==> src/rtl/spi_pkg.sv <==
// spi_pkg: shared definitions for the SPI slave.
//   spi_state_e       - slave FSM states (IDLE: cs_n high, ACTIVE: cs_n low)
//   SPI_DATA_W        - frame width in bits
//   SPI_UNDERRUN_FILL - default byte shifted out when no TX byte is queued
package spi_pkg;

    localparam int SPI_DATA_W = 8;
    localparam logic [SPI_DATA_W-1:0] SPI_UNDERRUN_FILL = 8'hFF;

    typedef enum logic {
        IDLE   = 1'b0,
        ACTIVE = 1'b1
    } spi_state_e;

endpackage

==> src/rtl/spi_sync.sv <==
// spi_sync: multi-flop synchronizer followed by one edge-detect register.
// Ports:
//   clk_i, rst_ni  - system clock, async active-low reset
//   d_i            - asynchronous input
//   rise_o, fall_o - single-cycle pulses on the synchronized rising/falling edge
// Parameters:
//   STAGES  - synchronizer depth (>= 2)
//   RST_VAL - idle level loaded into every flop on reset, so that
//             leaving reset never looks like an edge
module spi_sync #(
    parameter int   STAGES  = 2,
    parameter logic RST_VAL = 1'b0
) (
    input  logic clk_i,
    input  logic rst_ni,
    input  logic d_i,
    output logic rise_o,
    output logic fall_o
);

    logic [STAGES-1:0] sync_q;
    logic              prev_q;
    logic              s;

    always_ff @(posedge clk_i or negedge rst_ni) begin
        if (!rst_ni) begin
            sync_q <= {STAGES{RST_VAL}};
            prev_q <= RST_VAL;
        end else begin
            sync_q <= {sync_q[STAGES-2:0], d_i};
            prev_q <= sync_q[STAGES-1];
        end
    end

    assign s      = sync_q[STAGES-1];
    assign rise_o = s & ~prev_q;
    assign fall_o = ~s & prev_q;

endmodule

==> src/rtl/spi_slave.sv <==
// spi_slave: SPI mode-0 slave, 8-bit MSB-first frames, back-to-back bytes
// allowed within one cs_n assertion. All SPI inputs are oversampled on clk.
// Ports:
//   clk_i, rst_ni          - system clock, async active-low reset
//   sclk_i, cs_ni, mosi_i  - SPI bus from the master (asynchronous)
//   miso_o, miso_oe_o      - slave data out and its output enable
//   tx_data_i/tx_valid_i/tx_ready_o - one-deep TX holding register
//   rx_data_o/rx_valid_o   - last received byte and its update pulse
//   busy_o                 - frame in progress (ACTIVE)
//   tx_underrun_o          - pulse: fill byte loaded instead of a queued byte
//   frame_err_o            - pulse: cs_n rose in the middle of a byte
module spi_slave
    import spi_pkg::*;
#(
    parameter int                    SYNC_STAGES   = 2,
    parameter logic [SPI_DATA_W-1:0] UNDERRUN_FILL = SPI_UNDERRUN_FILL
) (
    input  logic                  clk_i,
    input  logic                  rst_ni,
    input  logic                  sclk_i,
    input  logic                  cs_ni,
    input  logic                  mosi_i,
    output logic                  miso_o,
    output logic                  miso_oe_o,
    input  logic [SPI_DATA_W-1:0] tx_data_i,
    input  logic                  tx_valid_i,
    output logic                  tx_ready_o,
    output logic [SPI_DATA_W-1:0] rx_data_o,
    output logic                  rx_valid_o,
    output logic                  busy_o,
    output logic                  tx_underrun_o,
    output logic                  frame_err_o
);

    logic sclk_rise, sclk_fall, cs_rise, cs_fall;
    logic [SYNC_STAGES-1:0] mosi_q;
    logic mosi_s;

    spi_sync #(.STAGES(SYNC_STAGES), .RST_VAL(1'b0)) u_sync_sclk (
        .clk_i (clk_i), .rst_ni(rst_ni), .d_i(sclk_i),
        .rise_o(sclk_rise), .fall_o(sclk_fall)
    );

    spi_sync #(.STAGES(SYNC_STAGES), .RST_VAL(1'b1)) u_sync_cs (
        .clk_i (clk_i), .rst_ni(rst_ni), .d_i(cs_ni),
        .rise_o(cs_rise), .fall_o(cs_fall)
    );

    // mosi only needs a level; same depth keeps it aligned with sclk edges
    always_ff @(posedge clk_i or negedge rst_ni) begin
        if (!rst_ni) mosi_q <= '0;
        else         mosi_q <= {mosi_q[SYNC_STAGES-2:0], mosi_i};
    end
    assign mosi_s = mosi_q[SYNC_STAGES-1];

    spi_state_e              state_q;
    logic [2:0]              bit_cnt_q;
    logic [SPI_DATA_W-2:0]   rx_sh_q;   // bits received so far; LSB arrives separately
    logic [SPI_DATA_W-1:0]   tx_sh_q;
    logic [SPI_DATA_W-1:0]   hold_q;
    logic                    tx_ready_q;
    logic [SPI_DATA_W-1:0]   rx_data_q;
    logic                    rx_valid_q, tx_underrun_q, frame_err_q;
    logic [SPI_DATA_W-1:0]   load_byte;

    // Reload source uses the registered holding state, so a byte accepted in
    // the reload cycle itself is kept for the following byte.
    assign load_byte = tx_ready_q ? UNDERRUN_FILL : hold_q;

    always_ff @(posedge clk_i or negedge rst_ni) begin
        if (!rst_ni) begin
            state_q       <= IDLE;
            bit_cnt_q     <= '0;
            rx_sh_q       <= '0;
            tx_sh_q       <= '0;
            hold_q        <= '0;
            tx_ready_q    <= 1'b1;
            rx_data_q     <= '0;
            rx_valid_q    <= 1'b0;
            tx_underrun_q <= 1'b0;
            frame_err_q   <= 1'b0;
        end else begin
            rx_valid_q    <= 1'b0;
            tx_underrun_q <= 1'b0;
            frame_err_q   <= 1'b0;

            if (tx_valid_i && tx_ready_q) begin
                hold_q     <= tx_data_i;
                tx_ready_q <= 1'b0;
            end

            case (state_q)
                IDLE: begin
                    if (cs_fall) begin
                        state_q   <= ACTIVE;
                        bit_cnt_q <= '0;
                        tx_sh_q   <= load_byte;
                        if (tx_ready_q) tx_underrun_q <= 1'b1;
                        else            tx_ready_q    <= 1'b1;
                    end
                end
                ACTIVE: begin
                    // cs_n rise wins over a coincident sclk edge
                    if (cs_rise) begin
                        state_q   <= IDLE;
                        bit_cnt_q <= '0;
                        if (bit_cnt_q != 3'd0) frame_err_q <= 1'b1;
                    end else if (sclk_rise) begin
                        rx_sh_q   <= {rx_sh_q[SPI_DATA_W-3:0], mosi_s};
                        bit_cnt_q <= bit_cnt_q + 3'd1;
                        if (bit_cnt_q == 3'd7) begin
                            rx_data_q  <= {rx_sh_q, mosi_s};
                            rx_valid_q <= 1'b1;
                        end
                    end else if (sclk_fall) begin
                        if (bit_cnt_q != 3'd0) begin
                            tx_sh_q <= tx_sh_q << 1;
                        end else begin
                            tx_sh_q <= load_byte;
                            if (tx_ready_q) tx_underrun_q <= 1'b1;
                            else            tx_ready_q    <= 1'b1;
                        end
                    end
                end
                default: state_q <= IDLE;
            endcase
        end
    end

    assign busy_o        = (state_q == ACTIVE);
    assign miso_oe_o     = (state_q == ACTIVE);
    assign miso_o        = (state_q == ACTIVE) & tx_sh_q[SPI_DATA_W-1];
    assign tx_ready_o    = tx_ready_q;
    assign rx_data_o     = rx_data_q;
    assign rx_valid_o    = rx_valid_q;
    assign tx_underrun_o = tx_underrun_q;
    assign frame_err_o   = frame_err_q;

endmodule

==> config.mk <==
export PLATFORM = sky130hd
export DESIGN_NAME = spi_slave
export DESIGN_NICKNAME = d
export VERILOG_FILES = /design/src/rtl/spi_pkg.sv /design/src/rtl/spi_sync.sv /design/src/rtl/spi_slave.sv
export SDC_FILE = /design/constraint.sdc
export NUM_CORES = 1
export LEC_CHECK = 0
export ABC_CLOCK_PERIOD_IN_PS = 1400
export CAP_MARGIN = 20
export CELL_PAD_IN_SITES_DETAIL_PLACEMENT = 2
export CELL_PAD_IN_SITES_GLOBAL_PLACEMENT = 2
export CORE_MARGIN = 2
export CORE_UTILIZATION = 35
export CTS_BUF_LIST = sky130_fd_sc_hd__clkbuf_8
export CTS_CLUSTER_SIZE = 12
export DETAILED_ROUTE_END_ITERATION = 8
export PLACE_DENSITY_LB_ADDON = 0.05
export SETUP_SLACK_MARGIN = 0.02
export SYNTH_ARGS = -nofsm -noshare
export SYNTH_HDL_FRONTEND = slang
export SYNTH_SLANG_ARGS = --single-unit
==> constraint.sdc <==
create_clock -name clk_i -period 1.4 [get_ports clk_i]
set_input_delay 0.14 -clock clk_i [delete_from_list [all_inputs] [get_ports clk_i]]
set_output_delay 0.14 -clock clk_i [all_outputs]
set_load 0.01 [all_outputs]
# After elaboration in Yosys (flattened, before gate mapping)
# Cells that the tools add are included.
[totals]
word_cells = 75
register_bits = 47
output_inout_bits = 15
[op_classes]
n_eq_ne = 6
n_mux = 36
reduce_logical = 6
n_bitwise = 11
addsub = 1
[op_table]
columns = ["op", "n"]
rows = [
  ["8-bit 2-to-1 mux", 6],
  ["1-bit 2-to-1 mux", 22],
  ["8-bit one-hot mux with 2 select lines", 1],
  ["3-bit 2-to-1 mux", 3],
  ["2-bit != test (second input constant)", 4],
  ["4-bit AND reduction", 2],
  ["1-bit NOT", 6],
  ["1-bit one-hot mux with 2 select lines", 3],
  ["3-bit one-hot mux with 2 select lines", 1],
  ["1-bit bitwise AND", 5],
  ["3-bit by 1-bit adder with 3-bit output (second input constant)", 1],
  ["3-bit equality test (second input constant)", 1],
  ["3-bit != test (second input constant)", 1],
  ["3-bit AND reduction", 1],
  ["3-bit nonzero test", 1],
  ["2-bit AND reduction", 1],
  ["1-bit logical AND", 1],
]

# Logic depth before layout (Yosys ltp)
# Gate-level depths: netlist of the first run.
[logic_depth]
word_depth = 8
depth_mapped = 6
depth_no_buf = 5

# Hierarchy
# A second synthesis of the first run with hierarchy kept.
[unflattened]
cells_unflattened = 142
hier_area_um2 = 1915.6
[modules_own_cells]
columns = ["module", "area_each_um2", "cells_per_inst", "seq_area_each_um2", "n_inst"]
rows = [
  ["spi_slave", 1731.7, 132, 1027.2, 1],
  ["spi_sync (u_sync_cs)", 93.8, 5, 78.8, 1],
  ["spi_sync (u_sync_sclk)", 90.1, 5, 75.1, 1],
]

# Worst setup path after synthesis of the first run
# No wires, ideal clock.
[synth_path]
path_kind = "register to register"
from = "reg u_sync_cs.prev_q"
to = "reg rx_sh_q[0]"
arrival_ps = 1315
required_time_ps = 1275
setup_ps = 125
synth_period_minus_slack_ps = 1440
stages_incl_launch_ff = 5
slack_ps = -40
path_cell_list = "dfstp_2 -> nand2b_2 -> and3_1 -> buf_6 -> mux2_4"
[synth_via]
elab_chain_len = 4
[synth_lines]
columns = ["element", "line", "rtl"]
rows = [
  ["from (decl)", "spi_sync.sv:22", "logic prev_q;"],
  ["from (signal assigned)", "spi_sync.sv:31", "prev_q <= sync_q[STAGES-1];"],
  ["1-bit NOT", "spi_sync.sv:36", "assign rise_o = s & ~prev_q;"],
  ["1-bit bitwise AND", "spi_sync.sv:36", ""],
  ["1-bit NOT (no source line)", "--", ""],
  ["3-bit AND reduction (no source line)", "--", ""],
  ["to (signal assigned)", "spi_slave.sv:109", "rx_sh_q <= {rx_sh_q[SPI_DATA_W-3:0], mosi_s};"],
  ["to (decl)", "spi_slave.sv:58", "logic [SPI_DATA_W-2:0] rx_sh_q;"],
]
# No other way between the ends.
# A chain may end at the register's enable or synchronous reset.

# Worst setup path in the final report of the first run
[layout_path]
from = "reg u_sync_cs.prev_q"
to = "reg rx_sh_q[3]"
# The elaborated chain is that of the path after synthesis.

==> results of run 1 <==
## worst max-delay path, stage by stage, from the launching register on
cell,delay (ns)
dfstp_2,0.59
nand2b_4,0.18
and3_4,0.30
mux2_4,0.33
## cell families after synthesis
logic type	count (synthesis)	synth area share, %
buffers and inverters	14	4.04
multiplexers	24	14.7
adder cells (fa/ha/maj)	3	1.87
AO/OA/AOI/OAI	30	12.3
AND/OR/NAND/NOR	26	8.40
flip-flops	47	58.7
## worst max-delay path by stage
stage / slack [ns] / endpoint / start / depth (start not counted)
finish: -0.10 / rx_sh_q[3] / u_sync_cs.prev_q / 3
global route: -0.15 / rx_sh_q[3] / u_sync_cs.prev_q / 3
CTS: -0.09 / rx_sh_q[6] / u_sync_cs.prev_q / 3
detailed placement: -0.13 / rx_data_o[1] / bit_cnt_q[0] / 4
global placement: -0.08 / tx_sh_q[7] / bit_cnt_q[0] / 5
floorplan: -0.007 / rx_sh_q[0] / u_sync_cs.prev_q / 4
## state kept, by name, summed over array words and instances, names as in the netlist, 2 cells and up
signal / flops
bit_cnt_q: 3
rx_data_o: 8
mosi_q: 2
u_sync_cs.sync_q: 2
u_sync_sclk.sync_q: 2
hold_q: 8
rx_sh_q: 7
tx_sh_q: 8
## per-stage QoR
| step | TNS, ns | worst slack [ns] |
|---|---|---|
| finish | -1.57 | -0.105 |
| global route | -2.86 | -0.146 |
| CTS | -1.19 | -0.0889 |
| detailed placement | -1.68 | -0.126 |
| global placement | -1.03 | -0.0808 |
| floorplan | -0.0458 | -0.00655 |
## final cells by class
type / instances / share of cell area (%)
Multi-Input combinational cell: 85 / 35.5
Inverter: 4 / 0.503
Clock inverter: 3 / 0.503
Tap cell: 72 / 3.02
Timing Repair Buffer: 53 / 18.5
Sequential cell: 47 / 39.6
Clock buffer: 5 / 2.31
## per-layer routing
layer	global-route usage [%]	vias up
met5	0	-
met4	4.58	0
met3	2.71	6
met2	28.2	26
met1	25.2	750
li1	-	644
## power by group
part           switching, mW  internal, mW
Combinational          0.661         0.878
Clock                  0.458         0.343
Sequential             0.343          1.74
## what timing repair did
item                       4_1_cts  5_1_grt
hold buffers                     1        0
pin swaps                        7        4
gates cloned                     2        1
setup buffers                    6        1
hold endpoints to repair        43        0
gates resized for setup         41       26
setup endpoints to repair       33       30
## cell usage in the layout, fill, tap and decap left out, types with 2 or more instances in the layout
cell type / count
clkbuf_8: 5
buf_6: 5
a32o_1: 2
nor3_2: 4
a211oi_2: 5
mux2_2: 16
dlymetal6s2s_1: 2
buf_4: 14
nor2b_1: 2
o31ai_4: 2
or3b_4: 2
dfrtp_1: 42
nand2b_4: 2
nor2_1: 2
o311ai_4: 5
dlygate4sd2_1: 3
clkdlybuf4s15_1: 2
clkdlybuf4s50_1: 20
nor3_1: 4
o31ai_2: 4
mux2_4: 8
buf_12: 4
clkinv_2: 3
ha_4: 2
dfstp_2: 4
inv_1: 3
==> metrics, run 1 <==
Peak VDD IR=0.000710 V; Reg2Reg Setup Slack=-0.10 ns; DR pass1 iterations=4; max-slew violations=0; Top Ports=29; CTS tree=yes; Final Non-Filler Cells=269; DP HPWL=3260 um; gr usage total=17.7%; antenna violations before repair=0; Peak Freq=665 MHz; clk sinks=47; Fin. Hold Viols=0; Placeable Area=5540 um2; failing checks=setup timing; CP Max Fanout=8; global-route wire length before repair=8580 um; register area=1180 um2; WHS=0.261 ns; # DRC=0; Synth Instances=144; maxcap violations=0; Power, Total=4.42 mW; Final Util=53.9%; syn_area_per_cell=14.0 um2; CP Launch Type=register; H-tree depth=2; placed insts=250; via count=1426; initial core utilization=36.3%; WHS Path Cells=1; full die area=6370 um2; ant diodes=0; area grow syn2layout=48.4%; site row count=27; CP Data Required Time=1.58 ns; area post-placement=2470 um2; RePlAce Congestion=0.749; most common library cells after synthesis=dfrtp_1, mux2_2, nor3_1; post-synthesis sequential area ratio=58.7%; Post-Layout Inst Area=2990 um2; Hold Path Sink=u_sync_cs.sync_q[0]; Crit. End Element=register; pin slew with the least headroom to its limit=0.376 ns; count leader, synth=dfrtp_1; slew margin rel.=74.8%; WL met1=2510 um; top cells by area, synth=dfrtp_1, mux2_2, dfstp_2; Worst R2R Start=u_sync_cs.prev_q; routed wl met3=116 um; footprint of the multi-input gates=1060 um2; Die X=79.8 um; syn_nets=161; leakage=1.30 nW; Yosys top cell area share=53.5%; final setup fails=26; EDFF count, synth=0; CTS Root Cell=clkbuf_8; post-route ant nets=0; PwrDens=1480 nW/um2; Num CTS Buffers=5; layout net count=213; synthesized cell area=2010 um2; via/cell ratio=5.30; type of the worst setup path=register to register; Worst R2R Path Depth=3; DIE HEIGHT=79.8 um; Primary FF master, synth=dfrtp_1; number of global-route vias before repair=1537; area leader, netlist=dfrtp_1; IO buf count=28; Hold Path Class=input pin to register; status=finished with violations; start point of the worst min-delay path=cs_ni; met2 WL=2860 um; reg-to-reg endpoint=rx_sh_q[3]; Final Critical Period=1.50 ns; Worst-path clk slew=0.09 ns; WL per Instance=20.6 um; share of post-route cells with drive strength above 1=51.8%; CP arrival=1.69 ns; Iter 0 DRT Violations=39; #FFs+latches synth=47; Async SR Flop Fraction=100%; Ys Warns=0; Setup Skew=0.00988 ns; final worst slack=-0.105 ns; Max clock buf depth=2; fin crit share=107%; top layer reached by signal wires=met4; global route overflow=0; later-pin clock latency in the skew report=0.29 ns; Unique masters post-synth=35; RSZ-0062 raised after global routing=yes; largest net degree at the start of global routing=48; fill count=511; total wire length=5540 um
Power figures use the tool's default switching activity.
==> run 2: changes to the inputs <==
GPL_TIMING_DRIVEN = 0   (was unset)
==> metrics, run 2 (same netlist as run 1, synthesis figures left out) <==
ant diodes=0; top layer reached by signal wires=met4; failing checks=setup timing; site row count=27; layout net count=218; final worst slack=-0.197 ns; slew margin rel.=58.5%; CP Data Required Time=1.59 ns; clk sinks=47; global route overflow=0; DP HPWL=3290 um; start point of the worst min-delay path=cs_ni; most common cell after layout, fill and taps aside=dfrtp_1; RSZ-0062 raised after global routing=yes; via count=1440; CP Launch Type=register; Setup Skew=0.0114 ns; WL met1=2610 um; area grow syn2layout=47.3%; DR pass1 iterations=4; Peak Freq=626 MHz; CP Max Fanout=5; largest net degree at the start of global routing=32; gr usage total=17.7%; Placeable Area=5540 um2; WHS Path Cells=1; Reg2Reg Setup Slack=-0.20 ns; routed wl met3=161 um; Hold Path Sink=u_sync_cs.sync_q[0]; number of global-route vias before repair=1546; total wire length=5910 um; met2 WL=3080 um; Top Ports=29; Fin. Hold Viols=0; WHS=0.223 ns; via/cell ratio=5.26; Max clock buf depth=2; Iter 0 DRT Violations=43; Crit. End Element=register; Num CTS Buffers=5; Final Critical Period=1.60 ns; full die area=6370 um2; antenna violations before repair=0; Peak VDD IR=0.000874 V; later-pin clock latency in the skew report=0.32 ns; Die X=79.8 um; Worst R2R Start=busy_o; CTS tree=yes; share of post-route cells with drive strength above 1=49.5%; post-route ant nets=0; DIE HEIGHT=79.8 um; PwrDens=1480 nW/um2; # DRC=0; leakage=1.43 nW; max-slew violations=0; initial core utilization=36.3%; WL per Instance=21.6 um; Hold Path Class=input pin to register; H-tree depth=2; IO buf count=28; RePlAce Congestion=0.746; final setup TNS=-2.67 ns; Worst R2R Path Depth=6; Worst-path clk slew=0.10 ns; pin slew with the least headroom to its limit=0.622 ns; maxcap violations=0; CP arrival=1.78 ns; fin crit share=114%; leading cell types in the layout, fill and taps excluded=dfrtp_1, buf_4, mux2_2, clkdlybuf4s50_1, mux2_4; CTS Root Cell=clkbuf_8; reg-to-reg endpoint=tx_sh_q[7]; global-route wire length before repair=8290 um; type of the worst setup path=register to register; final setup fails=28; status=finished with violations
==> run 2: metal layers <==
| layer | GRT usage (%) | vias to the layer above |
|---|---|---|
| met5 | 0 | - |
| met4 | 4.75 | 0 |
| met3 | 5.09 | 6 |
| met2 | 28.3 | 23 |
| met1 | 23.5 | 760 |
| li1 | - | 651 |
==> run 2: how the worst max path moves through the flow <==
stage,cells after the start,from,slack [ns],end
2_1_floorplan,4,u_sync_cs.prev_q,-0.007,rx_sh_q[0]
3_5_place_dp,4,busy_o,-0.36,miso_o
5_1_grt,6,busy_o,-0.24,tx_sh_q[7]
3_3_place_gp,1,rst_ni,-1.09,hold_q[0]
6_report,6,busy_o,-0.20,tx_sh_q[7]
4_1_cts,6,busy_o,-0.15,tx_sh_q[3]
==> run 2: layout make-up <==
class	instances	area, um2
buffer	8	87.6
clock buffer	5	68.8
clock inverter	3	26.3
fill	527	2580
inverter	4	18.8
multi-input combinational	84	982
sequential	47	1180
tap	72	90.1
timing repair buffer	51	509
==> run 2: per-stage QoR <==
| stage | setup slack [ns] | instance area (um2) | power (mW) | instances | util (%) |
|---|---|---|---|---|---|
| floorplan | -0.00655 | 2030 | 2.65 | 144 | - |
| global placement | -1.09 | 2400 | 2.98 | 244 | 43.4 |
| detailed placement | -0.356 | 2420 | 3.07 | 245 | 43.7 |
| CTS | -0.154 | 2710 | 4.09 | 264 | 49.0 |
| global route | -0.239 | 2960 | 4.65 | 274 | 53.5 |
| finish | -0.197 | 2960 | 4.38 | 274 | 53.5 |
==> run 2: power by group <==
part / switching [mW] / internal [mW]
registers: 0.311 / 1.73
logic: 0.624 / 0.806
clock network: 0.529 / 0.372
==> run 2: critical path: stages, from the launching register on <==
cell and delay [ns]:
dfrtp_1 0.41, buf_6 0.13, buf_8 0.13, or3b_4 0.41, buf_8 0.16, o311ai_4 0.07, o31ai_1 0.15
==> run 2: what timing repair did <==
item | 4_1_cts | 5_1_grt
buffers inserted | 10 | 9
pin swaps | 7 | 8
endpoints found under the hold margin | 14 | 0
hold buffers | 1 | 0
resized for setup | 38 | 46
gates cloned | 2 | 1
setup endpoints to repair | 34 | 39
